## src/rtl/prog_loader.sv

```systemverilog
// Program-image writer for the CPU program memory: collects host instruction words,
// guarantees a trailing halt word and pulses cpu_start. Optional readback: PROG_LOADER_READBACK_EN.
module prog_loader #(
  parameter int unsigned DEPTH = 2,
  parameter int unsigned CW    = $clog2(DEPTH + 1)
) (
  input  logic                  clk,
  input  logic                  reset,
  input  logic                  load_start,
  input  logic                  load_end,
  input  logic                  in_valid,
  output logic                  in_ready,
  input  logic [15:0]           in_word,
  output logic [DEPTH*16-1:0]   prog_image,
  output logic [CW-1:0]         word_count,
  output logic                  busy,
  output logic                  done,
  output logic                  cpu_start,
  output logic                  err_illegal,
  output logic                  err_overflow
`ifdef PROG_LOADER_READBACK_EN
  ,
  input  logic [$clog2(DEPTH)-1:0] rd_addr,
  output logic [15:0]              rd_data
`endif
);

  localparam logic [15:0] HALT_WORD = 16'hF000;
  localparam logic [3:0]  OP_ADD    = 4'b0000;
  localparam logic [3:0]  OP_SUB    = 4'b0001;
  localparam logic [3:0]  OP_HALT   = 4'b1111;

  typedef enum logic [1:0] {S_IDLE, S_LOAD, S_SEAL, S_DONE} state_e;

  state_e                 state_q, state_d;
  logic [CW-1:0]          count_q, count_d;
  logic                   err_ill_q, err_ill_d;
  logic                   err_ovf_q, err_ovf_d;
  logic                   in_ready_q, busy_q, done_q, cpu_start_q;
  logic                   clear_d;
  logic                   wr_en_d;
  logic [15:0]            wr_data_d;
  logic [DEPTH-1:0][15:0] words;
  logic [3:0]             op;
  logic                   xfer;

  assign op   = in_word[15:12];
  assign xfer = in_valid & in_ready_q;

  // Next-state, counter, error flags and store write request
  always_comb begin
    state_d   = state_q;
    count_d   = count_q;
    err_ill_d = err_ill_q;
    err_ovf_d = err_ovf_q;
    clear_d   = 1'b0;
    wr_en_d   = 1'b0;
    wr_data_d = HALT_WORD;
    case (state_q)
      S_IDLE, S_DONE: begin
        if (load_start) begin
          state_d   = S_LOAD;
          count_d   = '0;
          err_ill_d = 1'b0;
          err_ovf_d = 1'b0;
          clear_d   = 1'b1;
        end
      end
      S_LOAD: begin
        if (load_start) begin
          state_d   = S_LOAD;
          count_d   = '0;
          err_ill_d = 1'b0;
          err_ovf_d = 1'b0;
          clear_d   = 1'b1;
        end else begin
          if (xfer) begin
            if (op == OP_HALT) begin
              wr_en_d   = 1'b1;
              wr_data_d = in_word;
              count_d   = count_q + CW'(1);
              state_d   = S_DONE;
            end else if (op == OP_ADD || op == OP_SUB) begin
              // The last slot is held back so a halt always fits
              if (count_q < CW'(DEPTH - 1)) begin
                wr_en_d   = 1'b1;
                wr_data_d = in_word;
                count_d   = count_q + CW'(1);
              end else begin
                err_ovf_d = 1'b1;
                state_d   = S_SEAL;
              end
            end else begin
              err_ill_d = 1'b1;
            end
          end
          if (load_end && state_d == S_LOAD) begin
            state_d = S_SEAL;
          end
        end
      end
      S_SEAL: begin
        wr_en_d   = 1'b1;
        wr_data_d = HALT_WORD;
        count_d   = count_q + CW'(1);
        state_d   = S_DONE;
      end
      default: state_d = S_IDLE;
    endcase
  end

  always_ff @(posedge clk or posedge reset) begin
    if (reset) begin
      state_q     <= S_IDLE;
      count_q     <= '0;
      err_ill_q   <= 1'b0;
      err_ovf_q   <= 1'b0;
      in_ready_q  <= 1'b0;
      busy_q      <= 1'b0;
      done_q      <= 1'b0;
      cpu_start_q <= 1'b0;
    end else begin
      state_q     <= state_d;
      count_q     <= count_d;
      err_ill_q   <= err_ill_d;
      err_ovf_q   <= err_ovf_d;
      in_ready_q  <= (state_d == S_LOAD);
      busy_q      <= (state_d == S_LOAD) || (state_d == S_SEAL);
      done_q      <= (state_d == S_DONE);
      cpu_start_q <= (state_d == S_DONE) && (state_q != S_DONE);
    end
  end

  // Program store; word 0 sits at the MSB end of prog_image
  for (genvar k = 0; k < DEPTH; k++) begin : g_word
    logic [15:0] word_q;
    always_ff @(posedge clk or posedge reset) begin
      if (reset) begin
        word_q <= HALT_WORD;
      end else if (clear_d) begin
        word_q <= HALT_WORD;
      end else if (wr_en_d && count_q == CW'(k)) begin
        word_q <= wr_data_d;
      end
    end
    assign words[k] = word_q;
    assign prog_image[(DEPTH-1-k)*16 +: 16] = word_q;
  end

  assign in_ready     = in_ready_q;
  assign word_count   = count_q;
  assign busy         = busy_q;
  assign done         = done_q;
  assign cpu_start    = cpu_start_q;
  assign err_illegal  = err_ill_q;
  assign err_overflow = err_ovf_q;

`ifdef PROG_LOADER_READBACK_EN
  logic [15:0] rd_data_q;

  // Registered readback; addresses past the store read as halt
  always_ff @(posedge clk or posedge reset) begin
    if (reset) begin
      rd_data_q <= '0;
    end else if (CW'(rd_addr) < CW'(DEPTH)) begin
      rd_data_q <= words[rd_addr];
    end else begin
      rd_data_q <= HALT_WORD;
    end
  end

  assign rd_data = rd_data_q;
`else
  logic unused_words;
  assign unused_words = ^words;
`endif

endmodule

```

## config.mk

```make
export PLATFORM = sky130hd
export DESIGN_NAME = prog_loader
export DESIGN_NICKNAME = d
export VERILOG_FILES = /design/src/rtl/prog_loader.sv
export SDC_FILE = /design/constraint.sdc
export NUM_CORES = 1
export LEC_CHECK = 0
export CORE_MARGIN = 1.5
export CORE_UTILIZATION = 48
export DETAILED_ROUTE_END_ITERATION = 7
export GPL_ROUTABILITY_DRIVEN = 0
export PLACE_DENSITY = 0.81
export SETUP_SLACK_MARGIN = 0.1
export SKIP_CTS_REPAIR_TIMING = 1
export SLEW_MARGIN = 20
export SYNTH_ARGS = -nofsm -noshare
export SYNTH_HDL_FRONTEND = slang
export SYNTH_SLANG_ARGS = --single-unit
```

## constraint.sdc

```tcl
create_clock -name clk -period 2.1 [get_ports clk]
set_input_delay 0.21 -clock clk [delete_from_list [all_inputs] [get_ports clk]]
set_output_delay 0.21 -clock clk [all_outputs]
set_load 0.02 [all_outputs]
```

== After elaboration in Yosys (flattened, before gate mapping) ==
Index checks and enable logic that the tools add are counted.

* Add/sub/neg operators: 1
* Multiply operators: 0
* Div/mod/pow operators: 0
* Magnitude comparators: 1
* Eq/ne operators: 19
* Shifts and indexed selects: 0
* Muxes and demuxes: 47
* Bitwise operators: 1
* Reductions and logical operators: 17

{| class="wikitable"
|+ Operator list
! operator !! number
|-
| 2-to-1 mux 16 bit || 10
|-
| 2-to-1 mux 2 bit || 15
|-
| 2-to-1 mux 1 bit || 17
|-
| != test 3 bit (second input constant) || 5
|-
| case mux 2 bit (3 select lines) || 2
|-
| equality test 2 x 1 -> 1 bit (second input constant) || 4
|-
| equality test 2 bit (second input constant) || 4
|-
| != test 4 bit (second input constant) || 2
|-
| case mux 1 bit (2 select lines) || 3
|-
| AND reduction 6 bit || 1
|-
| nonzero test 2 bit || 3
|-
| AND reduction 5 bit || 1
|-
| equality test 4 x 1 -> 1 bit (second input constant) || 1
|-
| equality test 4 bit (second input constant) || 1
|-
| logical AND 1 bit || 4
|-
| logical NOT 2 bit || 2
|-
| logical NOT 4 bit || 1
|-
| != test 2 bit (second input constant) || 2
|-
| AND reduction 4 bit || 1
|-
| OR reduction 3 bit || 1
|-
| adder 2 x 1 -> 2 bit (second input constant) || 1
|-
| logical OR 1 bit || 2
|-
| less-than comparator 2 x 1 -> 1 bit (second input constant) || 1
|-
| OR reduction 2 bit || 1
|-
| AND 1 bit || 1
|}

* Register bits: 42
* Latch bits: 0
* Bits in writable memories: 0
* ROM bits: 0
* Input bits: 21
* Output and inout port bits: 40
* Memories kept: 0

== Depth between registers and ports, before layout ==
* Depth in word-level cells: 14
* Gate-level depth with buffers: 8

== Worst setup path after synthesis ==
Ideal clock, no wire load.

* Kind: register to register
* Start point: register count_q[0], in the netlist word_count[0]
* End point: register cpu_start_q, in the netlist cpu_start
* Setup time: 118 ps
* Arrival: 1812 ps
* Data required time: 1982 ps
* Slack: 171 ps
* Cell stages (with the launch flop): 8
* Buffers on the path: 0
* Period minus slack after synthesis: 1929 ps
* Path through: dfrtp_1 inv_1 ha_1 or4_1 o21ai_0 a221oi_1 ha_1 nor2b_1

* Longest elaborated chain between the ends: 14

{| class="wikitable"
|+ Ends and longest elaborated chain
! element !! line !! text
|-
| from (decl) || 36 || <nowiki>logic [CW-1:0] count_q, count_d;</nowiki>
|-
| from (signal assigned) || 124 || <nowiki>count_q <= count_d;</nowiki>
|-
| less-than comparator 2 x 1 -> 1 bit (*) || 85 || <nowiki>if (count_q < CW'(DEPTH - 1)) begin</nowiki>
|-
| 2-to-1 mux 2 bit (*) || 85 ||
|-
| 2-to-1 mux 2 bit (*) || 83 || <nowiki>end else if (op == OP_ADD || op == OP_SUB) begin</nowiki>
|-
| 2-to-1 mux 2 bit (*) || 78 || <nowiki>if (op == OP_HALT) begin</nowiki>
|-
| 2-to-1 mux 2 bit (*) || 77 || <nowiki>if (xfer) begin</nowiki>
|-
| 2-to-1 mux 2 bit (*) || 70 || <nowiki>if (load_start) begin</nowiki>
|-
| 2-to-1 mux 2 bit (*) || 59 || <nowiki>case (state_q)</nowiki>
|-
| equality test 2 x 1 -> 1 bit || 97 || <nowiki>if (load_end && state_d == S_LOAD) begin</nowiki>
|-
| logical AND 1 bit || 97 ||
|-
| 2-to-1 mux 2 bit (*) || 97 ||
|-
| 2-to-1 mux 2 bit (*) || 70 ||
|-
| case mux 2 bit (3 select lines) (*) || 59 ||
|-
| net state_d[0] || 35 || <nowiki>state_e state_q, state_d;</nowiki>
|-
| equality test 2 bit (*) || 130 || <nowiki>cpu_start_q <= (state_d == S_DONE) && (state_q != S_DONE);</nowiki>
|-
| logical AND 1 bit (*) || 130 ||
|-
| to (signal assigned) || 130 ||
|-
| to (decl) || 39 || <nowiki>logic in_ready_q, busy_q, done_q, cpu_start_q;</nowiki>
|}

The timed path passes the listed nets; every way through them passes the cells marked *. The select of a mux whose other input is x is not followed.
A chain may end at the register's enable or synchronous reset.

== Worst setup path after layout ==
* Start point: register state_q[0]
* End point: register cpu_start_q, in the netlist cpu_start

* Longest elaborated chain between the ends: 13
* Elaborated cells on any way between the ends: 20

{| class="wikitable"
|+ Ends and longest elaborated chain
! element !! line !! text
|-
| from (decl) || 35 ||
|-
| from (signal assigned) || 123 || <nowiki>state_q <= state_d;</nowiki>
|-
| 2-to-1 mux 2 bit || 85 ||
|-
| 2-to-1 mux 2 bit || 83 ||
|-
| 2-to-1 mux 2 bit || 78 ||
|-
| 2-to-1 mux 2 bit || 77 ||
|-
| 2-to-1 mux 2 bit || 70 ||
|-
| 2-to-1 mux 2 bit || 59 ||
|-
| equality test 2 x 1 -> 1 bit || 97 ||
|-
| logical AND 1 bit || 97 ||
|-
| 2-to-1 mux 2 bit || 97 ||
|-
| 2-to-1 mux 2 bit || 70 ||
|-
| case mux 2 bit (3 select lines) (*) || 59 ||
|-
| net state_d[1] || 35 ||
|-
| equality test 2 bit (*) || 130 ||
|-
| logical AND 1 bit (*) || 130 ||
|}

Marks and branches as above.

==> results.ini <==
[timing]
setup_slack_ns = 0.171
min_period_ns = 1.93
max_freq_mhz = 518
final.setup.tns_ns = 0
fin_hold_ws_ns = 0.368
worstMarginPinSlew_ns = 0.525
timing.final.max_slew_violations = 0
setup_viol = 0
skew_ns = 0.0116
relSlewSlack_pct = 65.0
rsz0062_at_grt = false
finalHoldViolCount = 0
period_share_pct = 91.8

[layout]
area_delta_synth_final_pct = 34.2
fillers = 345
finalNonFillerCells = 325
multi_input_area_sq_um = 1010
largest_reg_flops = 32
seqCellArea_sq_um = 1060
drive_above_1_share_pct = 23.8
antenna_cells = 0
nNetsFinal = 302
top_register = g_word.word_q
final_util_pct = 67.1
postLayoutCellArea_sq_um = 2940

[logic_synthesis]
avgSynthCellArea_sq_um = 10.6
synth_cell_type_count = 44
synth_area_leaders = dfrtp_1, dfstp_2, o21ai_2
synth_top_area_share_pct = 38.8
synthCells = 207
synth_enable_flop_cells = 0
ys_async_sr_fraction_pct = 100
ys_seq_area_share_pct = 48.4
synthMuxAreaShare_pct = 1.43
synthesis.nets = 237
yosysTopAreaCell = dfrtp_1
ys_ff_latch = 42
syn_area_sq_um = 2190
yosysWarnings = 0
yosys.area_share.adder_pct = 5.14
synth_top_family_by_area = simple AND/OR/NAND/NOR gates
yosys.area_share.simple_pct = 19.5
synth_compound_area_share_pct = 18.8
synth_xor_xnor_area_share_pct = 0
ys.flop_type = dfrtp_1

[drt]
num_vias = 1768
drt-wirelength-per-cell_um = 15.4
route.detailed.drc = 0
viasPerCell = 5.44
antenna_left = 0
wl_mm = 5.00
drtPass1Iterations = 4
drt_iter0_drc = 204

[clock_network]
clock_latency_ns = 0.29
cts.sinks = 42
htreeDepth = 2
cts_tree = built
clkTransAtPathRegs_ns = 0.09
clk_path_buf_depth = 2
cts_buffers = 5
clock-root-buffer = clkbuf_8

[worst_setup_path]
reg2regPathDepth = 7
worst_ep_arrival_time_ns = 2.11
cp_max_fo = 6
crit_path_start_kind = flip-flop
endpoint_kind = flip-flop
crit_required_ns = 2.28
worstSetupPathType = reg2reg

[global_routing]
grt_antenna_before_repair = 0
overflow = 0
grt_max_degree = 43
grt_pass1_vias = 1765
grt_pass1_wl_mm = 8.61
grt_use_total_pct = 21.4

[run_status]
status = finished, final reports clean

[floorplan]
pin_count = 61
start_util_pct = 50.0
fp.coreArea_sq_um = 4380
die_w_um = 70.6
design.die.area_sq_um = 4980
die_h_um = 70.6
num_rows = 24

[worst_hold_path]
hp-class = in2async

[pwr]
peakVddDrop_uv = 557
power_density_nw_per_um2 = 900
leakagePower_nw = 1.24
p_total_mw = 2.65

[place]
place_inst = 315
hpwl_mm = 3.53
port_buffers = 60
place_area_sq_um = 2810
place_ws_ns = 0.0222

[flow_run]
max_cap_viol_count = 0

kinds of logic (layout without fill, tap and decap cells):
kind of cell | Yosys count | after routing
compound gates | 51 | 51
fa+ha+maj | 9 | 9
buf+inv | 20 | 86
flops | 42 | 42
mux | 3 | 3
simple gates | 82 | 82
worst paths after layout:
path,from,slack (ns),end
max in group asynchronous,reset,1.35,g_word[1].word_q[14]$_DFFE_PP1P_
hold / removal,reset,0.37,g_word[0].word_q[11]$_DFFE_PP0P_
setup / recovery,state_q[0]$_DFF_PP0_,0.17,cpu_start$_DFF_PP0_
min in group clk,in_word[11],0.51,g_word[0].word_q[11]$_DFFE_PP0P_
setup reg to reg,state_q[0]$_DFF_PP0_,0.17,cpu_start$_DFF_PP0_
hold reg to reg,err_overflow$_DFFE_PP0P_,0.52,err_overflow$_DFFE_PP0P_
layout by cell type, fill, tap and decap left out, types with 5 or more instances in the layout:
master           count
o21ai_0              5
o21ai_2             20
clkdlybuf4s50_1     60
o31a_1               6
inv_1                6
nor2_1              10
buf_4               12
dfstp_2              8
nand3_1             26
nand2_1             29
ha_1                 7
clkbuf_8             6
dfrtp_1             34
cell usage after synthesis, types with 2 or more instances:
| cell | n |
|---|---|
| o21ai_0 | 5 |
| a31o_1 | 2 |
| clkbuf_1 | 4 |
| o21ai_1 | 3 |
| ha_1 | 9 |
| nor2b_1 | 2 |
| o211ai_2 | 2 |
| dfrtp_1 | 34 |
| o31a_1 | 6 |
| nand3_1 | 26 |
| buf_6 | 4 |
| buf_8 | 2 |
| nand2_1 | 29 |
| nand2_4 | 2 |
| a21oi_1 | 4 |
| buf_2 | 2 |
| mux2i_1 | 2 |
| and2b_2 | 2 |
| dfstp_2 | 8 |
| nor2_1 | 10 |
| o21ai_2 | 20 |
| nor3_1 | 2 |
| inv_1 | 6 |
critical path: stages, from the launching register on:
cell and delay [ns]:
dfrtp_1 0.40, buf_4 0.16, ha_1 0.22, and4b_1 0.31, a21oi_1 0.27, o32ai_2 0.14
ha_2 0.19, nor2b_1 0.13
area by class of cell:
type,count,area share [%]
Inverter,6,0.766
Tap cell,52,2.21
Clock inverter,2,0.426
Timing Repair Buffer,72,23.5
Clock buffer,6,2.81
Sequential cell,42,36.1
Multi-Input combinational cell,145,34.2
power breakdown:
part | internal (mW) | total (mW) | leakage, nW | switching (mW)
Sequential | 0.894 | 0.941 | 0.550 | 0.0464
Combinational | 0.471 | 1.17 | 0.647 | 0.696
Clock | 0.264 | 0.538 | 0.0472 | 0.274
Total | 1.63 | 2.65 | 1.24 | 1.02
routing by layer:
| metal | track usage, % | wire, um | vias up |
|---|---|---|---|
| met5 | 0 | 0 | - |
| met4 | 6.08 | 46 | 0 |
| met3 | 4.27 | 238 | 5 |
| met2 | 31.7 | 2420 | 55 |
| met1 | 32.2 | 2300 | 844 |
| li1 | - | - | 864 |
Note: power is estimated with default switching activity, not from simulation.
